===== config.mk =====
export PLATFORM = sky130hd
export DESIGN_NAME = serial_frame_scheduler
export DESIGN_NICKNAME = d
export VERILOG_FILES = /design/src/rtl/serial_frame_pkg.sv /design/src/rtl/period_timer.sv /design/src/rtl/serial_frame_scheduler.sv
export SDC_FILE = /design/constraint.sdc
export NUM_CORES = 1
export LEC_CHECK = 0
export ABC_AREA = 1
export BUFFER_PORTS_ARGS = -buffer_cell sky130_fd_sc_hd__buf_4
export CAP_MARGIN = 20
export CORE_AREA = 3 3 127 129
export DETAILED_ROUTE_END_ITERATION = 8
export DIE_AREA = 0 0 130 132
export MAX_ROUTING_LAYER = met4
export PLACE_DENSITY = 0.77
export SLEW_MARGIN = 10
export SYNTH_ARGS = -nofsm -noshare
export SYNTH_HDL_FRONTEND = slang
export SYNTH_SLANG_ARGS = --single-unit

===== constraint.sdc =====
create_clock -name clk -period 2.9 [get_ports clk]
set_input_delay 0.145 -clock clk [delete_from_list [all_inputs] [get_ports clk]]
set_output_delay 0.145 -clock clk [all_outputs]
set_load 0.005 [all_outputs]

===== src/rtl/serial_frame_pkg.sv =====
// Purpose : shared types and helpers for the serial frame scheduler.
// Contents: state_t  - frame sequencer states
//           SYNC_DEFAULT - frame start byte
//           frame_bytes  - frame length in bytes (SYNC + payload + checksum)
package serial_frame_pkg;

    typedef enum logic [2:0] {
        IDLE = 3'd0,
        LOAD = 3'd1,
        REQ  = 3'd2,
        WAIT = 3'd3,
        NEXT = 3'd4
    } state_t;

    localparam logic [7:0] SYNC_DEFAULT = 8'hA5;

    // SYNC byte + all counter bytes + checksum byte
    function automatic int unsigned frame_bytes(input int unsigned n_ch,
                                                input int unsigned cnt_w);
        return 2 + (n_ch * cnt_w) / 8;
    endfunction

endpackage


===== src/rtl/period_timer.sv =====
// Purpose : free-running interval timer producing a one-cycle tick every PERIOD cycles.
// Ports   : clk       - clock
//           rst       - synchronous active-high reset
//           i_enable  - 1 = count; 0 = counter held at zero
//           o_tick_c  - combinational tick, high while the count sits at PERIOD-1
module period_timer #(
    parameter int unsigned PERIOD = 50_000_000
) (
    input  logic clk,
    input  logic rst,
    input  logic i_enable,
    output logic o_tick_c
);

    localparam int unsigned CW = $clog2(PERIOD);

    logic [CW-1:0] r_count;
    logic          w_last;

    assign w_last = (r_count == CW'(PERIOD - 1));

    // Count 0..PERIOD-1 and wrap; disabling clears the count on the next edge
    always_ff @(posedge clk) begin
        if (rst || !i_enable) begin
            r_count <= '0;
        end else if (w_last) begin
            r_count <= '0;
        end else begin
            r_count <= r_count + CW'(1);
        end
    end

    assign o_tick_c = i_enable && w_last;

endmodule


===== src/rtl/serial_frame_scheduler.sv =====
// Purpose : every PERIOD cycles snapshot N_CH counters and stream one frame
//           (SYNC, counter bytes MSB-first from ch0, XOR checksum) through the
//           8N1 transmitter's char/send/busy handshake.
// Ports   : clk, rst          - clock, synchronous active-high reset
//           enable            - runs the period timer
//           cnt_flat          - live counts, ch k at [k*CNT_W +: CNT_W]
//           tx_char, tx_send  - byte and send request to the transmitter
//           tx_busy           - transmitter busy
//           frame_active      - high from snapshot until the last byte completes
//           overrun           - one-cycle pulse when a tick is dropped mid-frame
module serial_frame_scheduler
    import serial_frame_pkg::*;
#(
    parameter int unsigned N_CH   = 4,
    parameter int unsigned CNT_W  = 32,
    parameter int unsigned PERIOD = 50_000_000,
    parameter logic [7:0]  SYNC   = SYNC_DEFAULT
) (
    input  logic                    clk,
    input  logic                    rst,
    input  logic                    enable,
    input  logic [N_CH*CNT_W-1:0]   cnt_flat,
    output logic [7:0]              tx_char,
    output logic                    tx_send,
    input  logic                    tx_busy,
    output logic                    frame_active,
    output logic                    overrun
);

    localparam int unsigned NB    = frame_bytes(N_CH, CNT_W);
    localparam int unsigned NPB   = NB - 2;
    localparam int unsigned BPC   = CNT_W / 8;
    localparam int unsigned IDX_W = $clog2(NB);

    state_t                  r_state, w_state_next;
    logic [N_CH*CNT_W-1:0]   r_snap;
    logic [IDX_W-1:0]        r_byte_idx, w_byte_idx_next, w_idx_inc;
    logic [7:0]              r_chk, w_chk_next;
    logic [7:0]              r_tx_char, w_tx_char_next;
    logic                    r_tx_send, w_tx_send_next;
    logic                    r_frame_active, w_frame_active_next;
    logic                    r_overrun;
    logic                    w_tick;
    logic [7:0]              w_payload [NPB];
    logic [7:0]              w_pay_sel;

    period_timer #(
        .PERIOD   (PERIOD)
    ) u_timer (
        .clk      (clk),
        .rst      (rst),
        .i_enable (enable),
        .o_tick_c (w_tick)
    );

    // Payload byte j: channel j/BPC, byte j%BPC counted from the MSB
    for (genvar j = 0; j < NPB; j++) begin : g_pay
        localparam int unsigned CH = j / BPC;
        localparam int unsigned BY = j % BPC;
        assign w_payload[j] = r_snap[CH*CNT_W + (BPC-1-BY)*8 +: 8];
    end

    assign w_idx_inc = r_byte_idx + IDX_W'(1);

    // Payload byte for the frame index about to be requested (idx 1..NB-2)
    always_comb begin
        w_pay_sel = 8'h00;
        for (int j = 0; j < int'(NPB); j++) begin
            if (w_idx_inc == IDX_W'(j + 1)) begin
                w_pay_sel = w_payload[j];
            end
        end
    end

    // Snapshot is captured only in LOAD, one cycle after the tick
    always_ff @(posedge clk) begin
        if (rst) begin
            r_snap <= '0;
        end else if (r_state == LOAD) begin
            r_snap <= cnt_flat;
        end
    end

    // State and registered outputs
    always_ff @(posedge clk) begin
        if (rst) begin
            r_state        <= IDLE;
            r_byte_idx     <= '0;
            r_chk          <= 8'h00;
            r_tx_char      <= 8'h00;
            r_tx_send      <= 1'b0;
            r_frame_active <= 1'b0;
            r_overrun      <= 1'b0;
        end else begin
            r_state        <= w_state_next;
            r_byte_idx     <= w_byte_idx_next;
            r_chk          <= w_chk_next;
            r_tx_char      <= w_tx_char_next;
            r_tx_send      <= w_tx_send_next;
            r_frame_active <= w_frame_active_next;
            r_overrun      <= w_tick && (r_state != IDLE);
        end
    end

    // Next state; send/char are computed one step ahead so they register
    // on the same edge the FSM enters REQ
    always_comb begin
        w_state_next        = r_state;
        w_byte_idx_next     = r_byte_idx;
        w_chk_next          = r_chk;
        w_tx_char_next      = r_tx_char;
        w_tx_send_next      = r_tx_send;
        w_frame_active_next = r_frame_active;

        case (r_state)
            IDLE: begin
                if (w_tick) begin
                    w_state_next = LOAD;
                end
            end
            LOAD: begin
                w_state_next        = REQ;
                w_byte_idx_next     = '0;
                w_chk_next          = 8'h00;
                w_frame_active_next = 1'b1;
                w_tx_char_next      = SYNC;
                w_tx_send_next      = 1'b1;
            end
            REQ: begin
                if (tx_busy) begin
                    w_state_next   = WAIT;
                    w_tx_send_next = 1'b0;
                end
            end
            WAIT: begin
                if (!tx_busy) begin
                    w_state_next = NEXT;
                end
            end
            NEXT: begin
                if (r_byte_idx == IDX_W'(NB - 1)) begin
                    w_state_next        = IDLE;
                    w_frame_active_next = 1'b0;
                end else begin
                    w_state_next    = REQ;
                    w_byte_idx_next = w_idx_inc;
                    w_tx_send_next  = 1'b1;
                    if (w_idx_inc == IDX_W'(NB - 1)) begin
                        w_tx_char_next = r_chk;
                    end else begin
                        w_tx_char_next = w_pay_sel;
                        w_chk_next     = r_chk ^ w_pay_sel;
                    end
                end
            end
            default: begin
                w_state_next = IDLE;
            end
        endcase
    end

    assign tx_char      = r_tx_char;
    assign tx_send      = r_tx_send;
    assign frame_active = r_frame_active;
    assign overrun      = r_overrun;

endmodule


# --- After elaboration in Yosys (flattened, before gate mapping) ---
# Cells that the tools add are included.
op_classes:
  n_addsub: 2
  n_eq_ne: 29
  muxes: 34
  bitwise_logic: 1
  n_reduce_logical: 14
ops:
  columns: ["operator", "n"]
  rows:
  - ["8-bit 2-to-1 mux", 20]
  - ["5-bit by 4-bit equality test with 1-bit output, second input constant", 8]
  - ["8-bit one-hot mux with 2 select lines", 2]
  - ["26-bit by 1-bit adder with 26-bit output, second input constant", 1]
  - ["26-bit equality test, second input constant", 1]
  - ["5-bit by 3-bit equality test with 1-bit output, second input constant", 4]
  - ["5-bit equality test, second input constant", 3]
  - ["3-bit one-hot mux with 5 select lines", 1]
  - ["2-bit != test, second input constant", 6]
  - ["5-bit by 2-bit equality test with 1-bit output, second input constant", 2]
  - ["5-bit one-hot mux with 2 select lines", 1]
  - ["3-bit 2-to-1 mux", 3]
  - ["3-bit AND reduction", 3]
  - ["8-bit bitwise XOR", 1]
  - ["3-bit by 2-bit equality test with 1-bit output, second input constant", 2]
  - ["3-bit nonzero test", 2]
  - ["5-bit by 1-bit adder with 5-bit output, second input constant", 1]
  - ["5-bit by 1-bit equality test with 1-bit output, second input constant", 1]
  - ["5-bit 2-to-1 mux", 1]
  - ["2-bit AND reduction", 2]
  - ["3-bit by 1-bit equality test with 1-bit output, second input constant", 1]
  - ["3-bit equality test, second input constant", 1]
  - ["3-bit logical NOT", 1]
  - ["1-bit 2-to-1 mux", 3]
  - ["8 further kinds", 9]
totals:
  ff_bits: 181
  inputBits: 132
  output_inout_bits: 11
  word_cells: 89

# --- Depth between registers and ports, before layout ---
# Gate-level depths: netlist of the first run.
depth:
  ltp_word: 22
  depth_mapped: 26

# --- By module ---
# From an unflattened synthesis of the first run, not the netlist that was laid out.
hier_totals:
  cells_unflattened: 1267
  area_unflattened_um2: 8428.1
by_module_without_submodules:
  columns: ["mod", "instances", "cells_each", "area_per_inst_um2", "seq_area_each_um2"]
  rows:
  - ["serial_frame_scheduler", 1, 1044, 7010.5, 3103.0]
  - ["period_timer", 1, 223, 1417.6, 520.5]

# --- Worst setup path before layout of the first run ---
# No wires, ideal clock.
synth_path:
  kind: "register -> register"
  startpoint: "reg r_byte_idx[0]"
  endpoint: "reg r_tx_char[6] (netlist: tx_char[6])"
  t_arrival_ns: 2.281
  path_slack_ns: 0.487
  path_stages_with_launch: 26
  n_path_buf: 1
  path_cell_list: "dfxtp_1 ha_1 inv_1 nand2_1 nand2_2 inv_1 nand3_2 nor2_2 buf_6 inv_1 o21ai_1 nand2_1 nand2_1 nand3_1 nand2_1 nand2_1 nand2_1 nand2_1 nand2_1 nand2_1 nand2_1 nand2_1 nand2_1 nand2_1 nand2_1 a21oi_1"
synth_via:
  elab_chain_len: 21
synth_lines:
  columns: ["element", "line", "text"]
  rows:
  - ["from (decl)", "serial_frame_scheduler.sv:37", "logic [IDX_W-1:0] r_byte_idx, w_byte_idx_next, w_idx_inc;"]
  - ["from (signal assigned)", "serial_frame_scheduler.sv:96", "r_byte_idx <= w_byte_idx_next;"]
  - ["5-bit by 1-bit adder with 5-bit output", "serial_frame_scheduler.sv:63", "assign w_idx_inc = r_byte_idx + IDX_W'(1);"]
  - ["5-bit by 1-bit equality test with 1-bit output", "serial_frame_scheduler.sv:69", "if (w_idx_inc == IDX_W'(j + 1)) begin"]
  - ["8-bit 2-to-1 mux (16 in series)", "serial_frame_scheduler.sv:69", null]
  - ["8-bit 2-to-1 mux", "serial_frame_scheduler.sv:148", "if (w_idx_inc == IDX_W'(NB - 1)) begin"]
  - ["8-bit 2-to-1 mux", "serial_frame_scheduler.sv:141", "if (r_byte_idx == IDX_W'(NB - 1)) begin"]
  - ["8-bit one-hot mux with 2 select lines", "serial_frame_scheduler.sv:115", "case (r_state)"]
  - ["to (signal assigned)", "serial_frame_scheduler.sv:98", "r_tx_char <= w_tx_char_next;"]
  - ["to (decl)", "serial_frame_scheduler.sv:39", "logic [7:0] r_tx_char, w_tx_char_next;"]
# Parallel ways exist; a longest one is shown, timed or not. The select of a mux whose other input is x is not followed.
# A chain may end at the register's enable or synchronous reset.

# --- Worst setup path after layout of the first run ---
# Same ends and word-level chain as after synthesis.

==> results.cfg, run 1 <==
[status]
outcome = complete, no violations

[grt]
grt_pass1_vias = 8329
antenna_found_initial = 0
overflow = 0
grt_max_degree = 64
grt_pass1_wl_microns = 39400
grtUsageTotal = 0.295

[cells_and_area]
antenna_cells = 0
syn_to_final_growth_pct = 38.1
layout_common_cells = 213 x nand2_1, 204 x nor2_1, 178 x dfxtp_1
fin_util = 0.749
drive_above_1_share = 0.180
finalNonFillerCells = 1647
fin_nets = 1584
final_common_cell = nand2_1

[sta]
setup_viol = 0
worst_clock_skew_ns = 0.0111
fin_crit_sh = 0.948
worst_pin_slew_ns = 0.775
finalCriticalPeriod_ns = 2.75
fmax_mhz = 364
slew_headroom = 0.483
maxSlewViolCount = 0
hold_viol_final = 0

[power]
power_uw = 5920
peakVddDrop_uv = 399
powerDensity_nw_per_um2 = 522
static-leakage-power_uw = 0.00493

[die]
core_area_sq_um = 15100
io_pins = 143
die_w_microns = 130
row_count = 45
start_util = 0.542
chipHeight_microns = 132
die_area_sq_um = 17200

[synth]
synth-async-reset-ratio = 0
synth_edf_count = 0
seq_area_frac_synth = 0.441
synth_top_cell_area_share = 0.441
syn_inst = 1204
syn-num-nets = 1342
yosysTopAreaCell = dfxtp_1
synthesis.area_sq_um = 8210
synth_cell_types = 38
yosysWarnings = 0
synth_area_per_cell_sq_um = 6.82
synth_seq_cells = 181
synth_ff_type = dfxtp_1
synth_area_leaders = dfxtp_1 44%, nand2_1 10%, nor2_1 9.4%

[drt]
drtIter0Drc = 647
first_pass_iters = 6
vias = 8790
drc = 0
drtAntennaViolNets = 0
viasPerCell = 5.34
wire_per_inst_microns = 15.3
wl_microns = 25200

[worst_setup_path]
critPathLaunch = r_byte_idx[0]
required_ns = 3.22
cp-start-kind = flip-flop
crit_path_max_fanout = 7
reg2reg_from = r_byte_idx[0]
worstPathArrival_ns = 3.07
endpoint_kind = flip-flop
crit_type = reg -> reg

[cts]
clkLatencyLatePin_ns = 0.44
cts.sinks = 181
cts_buffers = 17
cts_tree = yes
h-tree-depth = 4
clk_pin_slew_ns = 0.07
clock_path_buffers = 2
root_buffer = clkbuf_16

[hold_path]
hold_path.class = in -> reg
min_from = cnt_flat[18]

[place]
hpwl_microns = 16300
numPortBuffers = 142
gp_congestion = 0.954
dp_cells = 1508

[run]
cap_viol_max_count = 0
kinds of logic (layout without fill, tap and decap cells):
family          Yosys count  after routing  synth area share
compound gates          303            303             0.189
flops                   181            181             0.441
buf+inv                 181            436            0.0865
fa+ha+maj                 6              6           0.00914
simple gates            530            530             0.271
xor+xnor                  3              3           0.00320
where the power goes:
part / total [uW] / switching [uW] / internal [uW]
Clock: 2350 / 1020 / 1330
Combinational: 807 / 439 / 368
Sequential: 2770 / 94.4 / 2670
Total: 5920 / 1550 / 4370
critical path: stages (launching register included):
cell     delay, ns
dfxtp_2       0.34
buf_4         0.16
inv_1         0.12
ha_4          0.16
nand3_2       0.08
buf_4         0.16
nor2_4        0.14
buf_6         0.14
inv_1         0.05
o21ai_1       0.14
nand2_1       0.06
nand2_1       0.08
nand3_1       0.11
nand2_1       0.08
nand2_1       0.05
nand2_1       0.08
nand2_1       0.06
nand2_1       0.05
nand2_1       0.08
nand2_1       0.09
nand2_1       0.06
nand2_1       0.13
nand2_1       0.07
nand2_1       0.07
a21oi_2       0.05
state kept, by name (all words and copies together) (netlist names):
signal           cells
overrun              1
r_chk                8
frame_active         1
tx_send              1
r_byte_idx           5
u_timer.r_count     26
r_snap             128
tx_char              8
r_state              3
final timing paths:
path / end / cells past startpoint / slack [ns]
setup / recovery: tx_char[6] / 24 / 0.15
hold / removal: r_snap[18] / 3 / 0.003
setup reg to reg: tx_char[6] / 24 / 0.15
hold reg to reg: u_timer.r_count[0] / 1 / 0.46
cell type report:
cell class	instances	area [sq um]
Clock buffer	20	457
Inverter	124	470
Timing Repair Buffer	280	2380
Sequential cell	181	3630
Tap cell	188	235
Fill cell	1178	3800
Clock inverter	12	146
Multi-Input combinational cell	842	4020
synth_stat cells, types with 2 or more instances:
cell type / n
o21ai_0: 144
clkbuf_1: 48
nand2_1: 220
clkinv_1: 2
inv_1: 118
a211oi_1: 2
o21ai_1: 4
buf_2: 4
o22ai_1: 2
a21oi_1: 145
nand2_2: 4
dfxtp_1: 181
nand3_2: 2
and3_1: 2
ha_1: 6
nor3_2: 2
xor2_1: 3
inv_2: 4
nand3_1: 42
nor3b_1: 9
nor2_2: 6
nor4_1: 2
nand4_1: 8
nor3_1: 22
buf_6: 3
nor2_1: 206
nand3_4: 2
layer usage:
metal / global-route usage / vias up / routed length (microns)
met3: 0.0474 / 69 / 1350
li1: - / 4384 / -
met4: 0.120 / 0 / 766
met5: - / - / 0
met2: 0.480 / 315 / 12200
met1: 0.365 / 4022 / 10900
per-stage QoR:
stage / worst slack (ns) / instance area (sq um) / hold WS (ns) / setup TNS (ns)
6_report: 0.151 / 11300 / 0.00329 / 0
2_1_floorplan: 0.487 / 8210 / 0.214 / 0
5_1_grt: -0.0289 / 11300 / 0.0220 / -0.0797
4_1_cts: 0.0352 / 11200 / 0.000457 / 0
3_3_place_gp: 0.0542 / 9530 / 0.368 / 0
3_5_place_dp: 0.0407 / 9530 / 0.375 / 0
repair_timing:
action,4_1_cts,5_1_grt
setup endpoints to repair,0,14
gates resized for setup,0,44
hold endpoints to repair,102,0
hold buffers,102,0
setup buffers,0,5
No activity file was read; power rests on OpenSTA's default activity.
==> run 2: changes to the inputs <==
Settings changed: CORE_AREA 3 3 127 129 to 8 8 132 134, DIE_AREA 0 0 130 132 to 0 0 140 142.
==> run 2 against run 1 <==
  * Design area decreased by 1.6%
  * Die area increased by 16%
  * Sequential power about the same
  * Highest routed layer unchanged
  * Clock skew decreased by 0.0035 ns
  * Routed wire length increased by 0.12%
  * Combinational power decreased by 3.2%
  * First-iteration DRC count increased by 0.62%
  * Total power decreased by 4.2%
  * Via count decreased by 1.0%
==> results.cfg, run 2 (same netlist as run 1, synthesis figures left out) <==
[cts]
clk_pin_slew_ns = 0.06
cts_buffers = 17
cts_tree = yes
root_buffer = clkbuf_16
cts.sinks = 181
clock_path_buffers = 2
h-tree-depth = 4
clkLatencyLatePin_ns = 0.43

[power]
p_comb_frac = 0.138
power.switching_uw = 1430
pwr-share-seq = 0.487
powerDensity_nw_per_um2 = 508
swShare = 0.252
peakVddDrop_uv = 432
static-leakage-power_uw = 0.00487
internal_power_uw = 4240
p_clk_frac = 0.375

[worst_setup_path]
endpoint_kind = flip-flop
r2r_slack_ns = 0.18
worstPathArrival_ns = 3.08
r2r-end = r_chk[6]
required_ns = 3.26
reg2reg_depth = 25
crit_type = reg -> reg
crit_path_max_fanout = 6
reg2reg_from = r_byte_idx[1]
cp-start-kind = flip-flop
critPathLaunch = r_byte_idx[1]

[grt]
grtUsageTotal = 0.256
grt_max_degree = 71
grt_pass1_vias = 8167
overflow = 0
antenna_found_initial = 0
grt_pass1_wl_microns = 40100

[cells_and_area]
syn_to_final_growth_pct = 35.9
drive_above_1_share = 0.171
largest_reg_flops = 128
fin_nets = 1575
stdcell_area_sq_um = 11200
largest-register = r_snap
layout_common_cells = 216 x nand2_1, 203 x nor2_1, 180 x dfxtp_1
fin_util = 0.724
reg.largest.list = r_snap: 128 flops, u_timer.r_count: 26 flops
final_common_cell = nand2_1

[drt]
vias = 8702
wl_microns = 25200
drtIter0Drc = 651
wire_per_inst_microns = 15.4
drtAntennaViolNets = 0
drc = 0
viasPerCell = 5.30
first_pass_iters = 5

[die]
core_area_sq_um = 15400
die_area_sq_um = 19900
chipHeight_microns = 142
row_count = 46
start_util = 0.532
io_pins = 143
die_w_microns = 140

[hold_path]
min_path_cells = 3
min_to = r_snap[122]
hold_path.class = in -> reg
min_from = cnt_flat[122]

[sta]
worst_clock_skew_ns = 0.00761
setup_viol = 0
timing.hold.ws_ns = 0.00650
maxSlewViolCount = 0
fin_ws_ns = 0.180
worst_pin_slew_ns = 0.640
slew_headroom = 0.573
fmax_mhz = 368
finalCriticalPeriod_ns = 2.72
hold_viol_final = 0
fin_crit_sh = 0.938

[place]
gp_congestion = 0.937
dpl_cell_area_sq_um = 9520
numPortBuffers = 142
hpwl_microns = 17000
dp_slack_ns = -0.0345

[run]
cap_viol_max_count = 0

[status]
outcome = complete, no violations
-- run 2: worst max-delay path, cell delays in order, from the launching register on --
cell and delay [ns]:
dfxtp_1 0.33, ha_2 0.21, nand4_1 0.10, buf_4 0.18
nand3_4 0.12, buf_6 0.14, nand2_1 0.07, o21ai_2 0.15
nand2_1 0.08, nand3_1 0.09, o21ai_2 0.08, nand2_1 0.06
nand2_1 0.08, nand3_2 0.08, nand2_1 0.06, nand2_1 0.09
nand2_1 0.07, nand2_1 0.06, nand2_1 0.04, nand2_1 0.07
nand2_1 0.07, nand2_1 0.08, nand2_2 0.08, o21ai_1 0.13
nand2_1 0.06, nor2_1 0.09
-- run 2: how the worst max path moves through the flow --
stage / end / depth (start not counted)
2_1_floorplan: tx_char[6] / 25
3_3_place_gp: tx_char[6] / 22
3_5_place_dp: tx_char[6] / 22
4_1_cts: r_chk[6] / 24
5_1_grt: r_chk[1] / 24
6_report: r_chk[6] / 25
-- run 2: layer usage --
metal / track usage / wire (microns)
met4: 0.103 / 718
met3: 0.0429 / 1410
met5: - / 0
met2: 0.418 / 12200
met1: 0.310 / 10900
-- run 2: repair_timing --
| item | 4_1_cts | 5_1_grt |
|---|---|---|
| setup endpoints to repair | 2 | 16 |
| endpoints found under the hold margin | 90 | 0 |
| pin swaps | 1 | 10 |
| hold buffers | 90 | 0 |
| gates resized for setup | 1 | 33 |
| buffers inserted | 0 | 12 |
| gates cloned | 0 | 1 |
-- run 2: final cells by class --
class / count / area [sq um]
timing repair buffer: 270 / 2300
tap: 192 / 240
clock inverter: 4 / 50.0
fill: 1252 / 4260
sequential: 181 / 3620
clock buffer: 25 / 475
inverter: 124 / 475
antenna: 2 / 5.00
multi-input combinational: 843 / 3990
-- run 2: power by group through the flow --
stage | clock network (uW) | logic, uW | registers [uW]
6_report | 2130 | 781 | 2760
5_1_grt | 2270 | 866 | 2780
4_1_cts | 2150 | 766 | 2760
3_5_place_dp | 0 | 662 | 2810
3_3_place_gp | 0 | 650 | 2810
2_1_floorplan | 0 | 384 | 2780
-- run 2: through the flow --
stage	total power, uW	std cells	setup TNS, ns
2_1_floorplan	3160	1204	0
4_1_cts	5670	1626	0
6_report	5670	1641	0
3_3_place_gp	3460	1507	0
5_1_grt	5920	1639	-0.0322
3_5_place_dp	3470	1507	-0.0481
